`src/rtl/traffic_pkg.sv`:
```
// Shared light codes, phase encoding and phase-to-lamp decode for the intersection scheduler.
// Latency: purely combinational helpers, no state.
// Backpressure: none; lamp drivers consume the decoded codes every cycle.
package traffic_pkg;

  // Lamp codes shared with the existing lamp-driver front-end.
  localparam logic [1:0] GREEN  = 2'b00;
  localparam logic [1:0] YELLOW = 2'b01;
  localparam logic [1:0] RED    = 2'b10;

  // Phase codes are visible on the debug port, so their values are fixed.
  typedef enum logic [2:0] {
    A_GREEN  = 3'd0,
    A_YELLOW = 3'd1,
    RED_AB   = 3'd2,
    B_GREEN  = 3'd3,
    B_YELLOW = 3'd4,
    RED_BA   = 3'd5
  } phase_t;

  typedef struct packed {
    logic [1:0] la;
    logic [1:0] lb;
  } lights_t;

  // Decode a phase into the two street lamps. Codes 6/7 only exist for one
  // cycle before recovery; show all-red then, which is the safe choice.
  function automatic lights_t phase_lights(input phase_t p);
    lights_t l;
    l.la = RED;
    l.lb = RED;
    case (p)
      A_GREEN:  l.la = GREEN;
      A_YELLOW: l.la = YELLOW;
      B_GREEN:  l.lb = GREEN;
      B_YELLOW: l.lb = YELLOW;
      default: begin
        l.la = RED;
        l.lb = RED;
      end
    endcase
    return l;
  endfunction

endpackage

```
`src/rtl/phase_timer.sv`:
```
// Saturating tick counter measuring time spent in the current phase.
// Latency: count updates on the edge where tick (or clr) is sampled.
// Backpressure: none; clr has priority over tick, count holds at all-ones.
module phase_timer #(
  parameter int CNT_W = 8
) (
  input  logic             clk,
  input  logic             reset,
  input  logic             tick,
  input  logic             clr,
  output logic [CNT_W-1:0] count
);

  // Clear on phase change, otherwise count ticks and stop at the top value.
  always_ff @(posedge clk or posedge reset) begin
    if (reset) begin
      count <= '0;
    end else if (clr) begin
      count <= '0;
    end else if (tick && (count != '1)) begin
      count <= count + 1'b1;
    end
  end

endmodule

```
`src/rtl/traffic_phase_scheduler.sv`:
```
// Two-street phase scheduler: min/max green, yellow and all-red timed in ticks, with ped walk.
// Latency: a qualifying tick changes phase and lamps on that same edge (Moore outputs).
// Backpressure: none; tick=0 freezes phase and timer, ped requests are latched until served.
module traffic_phase_scheduler #(
  parameter int CNT_W      = 8,
  parameter int MIN_GREEN  = 8,
  parameter int MAX_GREEN  = 32,
  parameter int YELLOW_CYC = 4,
  parameter int ALLRED_CYC = 2
) (
  input  logic       clk,
  input  logic       reset,
  input  logic       tick,
  input  logic       TA,
  input  logic       TB,
  input  logic       ped_req_a,
  input  logic       ped_req_b,
  output logic [1:0] LA,
  output logic [1:0] LB,
  output logic       walk_a,
  output logic       walk_b,
  output logic [2:0] phase
);

  import traffic_pkg::*;

  localparam int DUR_MAX = 1 << CNT_W;

  // Reject parameter sets the timer cannot represent or that make no sense.
  if (CNT_W < 1 || CNT_W > 30 ||
      MIN_GREEN  < 1 || MIN_GREEN  > DUR_MAX ||
      MAX_GREEN  < 1 || MAX_GREEN  > DUR_MAX ||
      YELLOW_CYC < 1 || YELLOW_CYC > DUR_MAX ||
      ALLRED_CYC < 1 || ALLRED_CYC > DUR_MAX ||
      MIN_GREEN > MAX_GREEN) begin : g_bad_params
    $error("traffic_phase_scheduler: illegal duration parameters");
  end

  // Timer value seen on the tick that completes each interval.
  localparam logic [CNT_W-1:0] MIN_LAST = CNT_W'(MIN_GREEN - 1);
  localparam logic [CNT_W-1:0] MAX_LAST = CNT_W'(MAX_GREEN - 1);
  localparam logic [CNT_W-1:0] YEL_LAST = CNT_W'(YELLOW_CYC - 1);
  localparam logic [CNT_W-1:0] AR_LAST  = CNT_W'(ALLRED_CYC - 1);

  phase_t           phase_q;
  phase_t           phase_d;
  logic [CNT_W-1:0] timer;
  logic             phase_chg;
  logic             demand_a;
  logic             demand_b;
  logic             pend_a;
  logic             pend_b;
  logic             serve_a;
  logic             serve_b;
  logic             enter_a;
  logic             enter_b;
  logic             leave_a;
  logic             leave_b;
  lights_t          lights;

  assign demand_a = TA | pend_a;
  assign demand_b = TB | pend_b;

  // Next-phase decision; only a tick may advance a legal phase, illegal codes recover at once.
  always_comb begin
    phase_d = phase_q;
    case (phase_q)
      A_GREEN: begin
        if (tick && (timer >= MIN_LAST) && demand_b && (!TA || (timer >= MAX_LAST)))
          phase_d = A_YELLOW;
      end
      A_YELLOW: begin
        if (tick && (timer == YEL_LAST))
          phase_d = RED_AB;
      end
      RED_AB: begin
        if (tick && (timer == AR_LAST))
          phase_d = B_GREEN;
      end
      B_GREEN: begin
        if (tick && (timer >= MIN_LAST) && demand_a && (!TB || (timer >= MAX_LAST)))
          phase_d = B_YELLOW;
      end
      B_YELLOW: begin
        if (tick && (timer == YEL_LAST))
          phase_d = RED_BA;
      end
      RED_BA: begin
        if (tick && (timer == AR_LAST))
          phase_d = A_GREEN;
      end
      default: phase_d = A_GREEN;
    endcase
  end

  assign phase_chg = (phase_d != phase_q);
  assign enter_a   = phase_chg && (phase_d == A_GREEN);
  assign enter_b   = phase_chg && (phase_d == B_GREEN);
  assign leave_a   = phase_chg && (phase_q == A_GREEN);
  assign leave_b   = phase_chg && (phase_q == B_GREEN);

  // Phase register; reset parks the intersection on A green.
  always_ff @(posedge clk or posedge reset) begin
    if (reset) begin
      phase_q <= A_GREEN;
    end else begin
      phase_q <= phase_d;
    end
  end

  // Time in phase; restarts from zero whenever the phase changes.
  phase_timer #(
    .CNT_W (CNT_W)
  ) u_timer (
    .clk   (clk),
    .reset (reset),
    .tick  (tick),
    .clr   (phase_chg),
    .count (timer)
  );

  // Pending requests: a new request wins over the clear on green entry, so a
  // press on that edge waits for the following green.
  always_ff @(posedge clk or posedge reset) begin
    if (reset) begin
      pend_a <= 1'b0;
      pend_b <= 1'b0;
    end else begin
      if (ped_req_a)
        pend_a <= 1'b1;
      else if (enter_a)
        pend_a <= 1'b0;
      if (ped_req_b)
        pend_b <= 1'b1;
      else if (enter_b)
        pend_b <= 1'b0;
    end
  end

  // Serve flags: snapshot of pending at green entry, dropped when that green ends.
  always_ff @(posedge clk or posedge reset) begin
    if (reset) begin
      serve_a <= 1'b0;
      serve_b <= 1'b0;
    end else begin
      if (enter_a)
        serve_a <= pend_a;
      else if (leave_a)
        serve_a <= 1'b0;
      if (enter_b)
        serve_b <= pend_b;
      else if (leave_b)
        serve_b <= 1'b0;
    end
  end

  // Moore outputs decoded from registered state only.
  always_comb begin
    lights = phase_lights(phase_q);
    LA     = lights.la;
    LB     = lights.lb;
    walk_a = serve_a && (phase_q == A_GREEN);
    walk_b = serve_b && (phase_q == B_GREEN);
    phase  = phase_q;
  end

endmodule

```
`config.mk`:
```
export PLATFORM = sky130hd
export DESIGN_NAME = traffic_phase_scheduler
export DESIGN_NICKNAME = d
export VERILOG_FILES = /design/src/rtl/traffic_pkg.sv /design/src/rtl/phase_timer.sv /design/src/rtl/traffic_phase_scheduler.sv
export SDC_FILE = /design/constraint.sdc
export NUM_CORES = 1
export LEC_CHECK = 0
export CAP_MARGIN = 10
export CORE_MARGIN = 2
export CORE_UTILIZATION = 40
export CTS_CLUSTER_DIAMETER = 80
export CTS_CLUSTER_SIZE = 20
export DETAILED_ROUTE_END_ITERATION = 16
export PLACE_DENSITY = 0.73
export SYNTH_ARGS = -nofsm -noshare
export SYNTH_HDL_FRONTEND = slang
export SYNTH_SLANG_ARGS = --single-unit
```
`constraint.sdc`:
```
create_clock -name clk -period 1.9 [get_ports clk]
set_clock_uncertainty 0.05 [all_clocks]
set_input_delay 0.285 -clock clk [delete_from_list [all_inputs] [get_ports clk]]
set_output_delay 0.285 -clock clk [all_outputs]
set_load 0.03 [all_outputs]
```
### Word-level counts from Yosys, hierarchy flattened

Cells that the tools add are included.
W data, S select, Z words.

* register bits after elaboration: 15
* bits of input ports: 7
* output and inout port bits: 9
* logic and storage cells: 65

* $add $sub $neg: 1
* $lt $le $gt $ge: 2
* equal/unequal tests: 10
* mux-type cells: 19
* bitwise operators: 2
* reduce and logical (&&, ||, !) cells: 25

Operator list (number)
* $mux W3: 6
* $pmux W3 S6: 1
* $mux W8: 2
* $logic_and A1 B1 Y1: 14
* $reduce_bool A2 Y1: 5
* $eq A3 B2 Y1 const B: 3
* $add A8 B1 Y8 const B: 1
* $eq A8 B1 Y1 const B: 1
* $eq A8 B2 Y1 const B: 1
* $ge A8 B3 Y1 const B: 1
* $ge A8 B5 Y1 const B: 1
* $mux W1: 8
* $ne A8 B8 Y1 const B: 1
* $pmux W2 S2: 2
* $eq A3 B3 Y1 const B: 2
* $logic_not A3 Y1: 2
* $eq A3 B1 Y1 const B: 1
* $ne A3 B3 Y1: 1
* $logic_not A1 Y1: 2
* $logic_or A1 B1 Y1: 2
* $or A1 B1 Y1: 2

### Depth between registers and ports, before layout

* depth in word-level cells: 10
* gate-level depth with buffers: 7
* mapped depth without buffers: 7

### Modules after synthesis

Synthesis repeated with hierarchy kept, for this count alone.

* cells, all modules: 136
* area total of the unflattened synthesis: 1146.1 µm²

By module, submodules not included
* traffic_phase_scheduler: instances 1, cells each 87, area an instance 641.9 µm², seq. area each 175.2 µm²
* phase_timer: instances 1, cells each 49, area an instance 504.2 µm², seq. area each 200.2 µm²

### Least setup slack after synthesis

OpenSTA, ideal clock, no wires.

* path type: register -> output
* start point: register phase_q[0] (netlist: phase[0])
* end point: output LB[1]
* arrival time: 1.915 ns
* data required time: 1.565 ns
* slack: -0.350 ns
* cell stages (with the launch flop): 5
* path buffers: 2
* cells stage by stage: dfrtp_1 > buf_6 > clkbuf_1 > nor3_1 > a21oi_1

* word-level cells in the longest chain between the ends: 2
* elaborated cells between the ends (all ways): 3
* those cells by class: eq/ne (2); mux (1)

RTL lines
* start, declared: line traffic_phase_scheduler.sv:45 `phase_t phase_q;`
* start signal, assigned: line traffic_phase_scheduler.sv:107 `phase_q <= phase_d;`
* $eq A3 B3 Y1 / $eq A3 B2 Y1 (equally long branches): line traffic_pkg.sv:32 `case (p)`
* $pmux W2 S2 *: line traffic_pkg.sv:32
* end, declared: line traffic_phase_scheduler.sv:19 `output logic [1:0] LB,`

Every way passes the cells marked *; elsewhere a longest branch is shown, timed or not.

### Worst setup path in the final report

* start point: register u_timer.count[3]
* end point: register serve_a

* word-level cells in the longest chain between the ends: 9
* elaborated cells between the ends (all ways): 26
* those cells by class: order compare (2); eq/ne (3); mux (8); reduce/logical (13)

RTL lines
* start, declared: line phase_timer.sv:11 `output logic [CNT_W-1:0] count`
* start signal, assigned: line phase_timer.sv:21 `count <= count + 1'b1;`
* $ge A8 B3 Y1: line traffic_phase_scheduler.sv:69, traffic_phase_scheduler.sv:81
* $logic_and A1 B1 Y1: line traffic_phase_scheduler.sv:69, traffic_phase_scheduler.sv:81
* $logic_and A1 B1 Y1 (on tied branches) (2 in series): line traffic_phase_scheduler.sv:81, traffic_phase_scheduler.sv:69
* $mux W3 (on tied branches): line traffic_phase_scheduler.sv:81, traffic_phase_scheduler.sv:69
* $pmux W3 S6 *: line traffic_phase_scheduler.sv:67 `case (phase_q)`
* $ne A3 B3 Y1 / $logic_not A3 Y1 (equally long branches): line traffic_phase_scheduler.sv:96, traffic_phase_scheduler.sv:97
* $logic_and A1 B1 Y1 (on tied branches): line traffic_phase_scheduler.sv:97, traffic_phase_scheduler.sv:99
* $mux W1 / $reduce_bool A2 Y1 (equally long branches)
* end signal, assigned: line traffic_phase_scheduler.sv:147 `serve_a <= pend_a;`
* end, declared: line traffic_phase_scheduler.sv:53 `logic serve_a;`

Marks and branches as above.
A chain may end at the register's enable or synchronous reset.

==> qor.csv <==
metric,value,unit
status,"complete, but fails checks",
violations,negative setup slack,
crit_fanout,5,
final_cells,186,
yosys.area.top_type,dfrtp_1,
synth_seq_cells,15,
synth_area_per_cell,8.91,µm²
critPathLaunchType,flip-flop,
wirelength,2.80,mm
die_w,55.9,µm
clockBufferDepth,2,
swShare,0.469,
pwr-share-comb,0.653,
setup_slack,-28.1,ps
power_frac_clock,0.103,
area_growth,37.6,%
syn-cell-area,1080,µm²
path_cells,"or4b_4, nor3_4, a221oi_2, buf_4, o221ai_4, o21ai_1",
grt_pass1_vias,970,
worst_pin_slew,613,ps
yosysUniqueCellTypes,42,
drcViolationCount,0,
cts_root_buffer,clkbuf_4,
post-route-cell-area,1480,µm²
synthTopCellsByArea,"dfrtp_1 (35%), nor2_1 (4.2%), nand2_1 (3.8%)",
dp_slack,-265,ps
dieArea,3130,µm²
routed_via_density,5.69,
fin_crit_sh,1.01,
leakage,0.653,nW
syn_inst,121,
pwr_density_cell,1240,nW/µm²
peakVddDrop,0.715,mV
yosysTopAreaCellShare,0.348,
cp.arrival,2050,ps
ys_async_sr_fraction,1.00,
yosysSeqAreaShare,0.348,
rows,18,
crit_type,reg2reg,
vias,1058,
ant_nets,0,
fmaxAchievable,0.519,GHz
seqPwrFrac,0.243,
cp_num_buf_inv,1,
p_int,0.980,mW
hpwlAfterDp,1.93,mm
cts_hold_buf,0,
yosysWarnings,0,
crit_family,simple AND/OR/NAND/NOR gates,
grt_overflow,0,
clk_pin_slew,100,ps
final_util,0.588,
die_y,55.9,µm
clk_latency,290,ps
nFillCells,215,
end_kind,flip-flop,
synth_common_cells,"dfrtp_1 (15), nor2_1 (12), nand2_1 (11)",
seq_area,375,µm²
rsz0062_at_grt,true,
ctsHtreeMaxLevel,1,
setup_viol,3,
finalSetupTns,-30.8,ps
synth_nets,130,
required,2020,ps
antenna_cells,0,
max_stage_delay,600,ps
postPlaceCellArea,1340,µm²
grt_pass1_wl,4.33,mm
pin_count,16,
fin_crit,1930,ps
grt_max_degree,18,
antenna_found_initial,0,
io_buffers,15,
nets,166,
drt-initial-drc-count,27,
max_cap_violations,0,
core_area,2520,µm²
synth_flop_cell,dfrtp_1,
slew_viol_final,0,
final-hold-violation-count,0,
dr.pass1.iters,4,
synth_edf_count,0,
clock_sinks,15,
multi_input_area,711,µm²
place_congestion,0.847,
switchingPower,0.865,mW
slew_headroom,0.591,
dp.cells,176,
grtUsageTotal,0.173,
wl_per_cell,15.0,µm
worstHoldPathType,in2async,
cp_slowest_cell,or4b_4,
cts_tree,built,
synth_most_common_cell,dfrtp_1,
numCtsBuffers,3,
drive_above_1_share,0.308,
start_util,0.428,
final timing paths:
path	from	end	slack [ps]	cells past startpoint
worst max-delay path	u_timer.count[3]	serve_a	-30	6
worst min-delay path	reset	u_timer.count[4]	310	2
worst max register to register	u_timer.count[3]	serve_a	-30	6
worst min register to register	pend_b	pend_b	500	1
max in group asynchronous	reset	phase[0]	1090	2
min in group clk	pend_b	pend_b	500	1
flip-flops by register name (all words and copies together), names as in the netlist:
signal         cells
u_timer.count      8
phase              3
pend_a             1
pend_b             1
serve_a            1
serve_b            1
what timing repair did:
| item | CTS | global route |
|---|---|---|
| hold endpoints to repair | 0 | 0 |
| pin swaps | 0 | 12 |
| endpoints found under the setup margin | 7 | 12 |
| cloned | 0 | 1 |
| gates resized for setup | 5 | 12 |
| buffers inserted | 0 | 5 |
metal layers:
layer | wire [µm] | vias to the layer above | global-route usage
met1 | 1230 | 508 | 0.235
met4 | 24 | 0 | 0.0680
met5 | 0 | - | 0
met2 | 1410 | 35 | 0.279
li1 | - | 511 | -
met3 | 138 | 4 | 0.0233
worst register-to-register path: stages (launching register included):
cell and delay [ps]:
dfrtp_1 400, or4b_4 600, nor3_4 190, a221oi_2 80, buf_4 160, o221ai_4 220
o21ai_1 100
per-stage QoR:
stage	power, mW	hold slack, ps
CTS	1.68	339
floorplan	1.18	136
finish	1.84	310
global placement	1.46	455
detailed placement	1.49	471
global route	1.98	363
power groups by stage:
stage	combinational [mW]	clock (mW)	sequential, mW
2_1_floorplan	0.696	0	0.483
3_3_place_gp	1.01	0	0.449
3_5_place_dp	1.04	0	0.454
4_1_cts	1.04	0.196	0.447
5_1_grt	1.30	0.218	0.460
6_report	1.20	0.191	0.449
cell type report:
cell class | instances | area share
Sequential cell | 15 | 0.253
Tap cell | 30 | 0.0253
Timing Repair Buffer | 36 | 0.202
Multi-Input combinational cell | 92 | 0.479
Inverter | 9 | 0.0228
Clock buffer | 4 | 0.0177
logic make-up (layout without fill, tap and decap cells):
family / Yosys count / in the layout / synth area share
multiplexers: 1 / 1 / 0.00928
adder cells (fa/ha/maj): 2 / 2 / 0.0232
flip-flops: 15 / 15 / 0.348
XOR/XNOR: 6 / 6 / 0.0487
AO/OA/AOI/OAI: 33 / 34 / 0.239
buffers and inverters: 15 / 49 / 0.0777
AND/OR/NAND/NOR: 49 / 49 / 0.254
layout by cell type (no fill, tap or decap), drive strengths merged, types with 6 or more instances in the layout:
master and n:
dfrtp 15, nand2 12, nor2 13, buf 24, nor3 8, a21oi 6
clkdlybuf4s50 9, inv 9, o21ai 6
No activity file was read; power rests on OpenSTA's default activity.
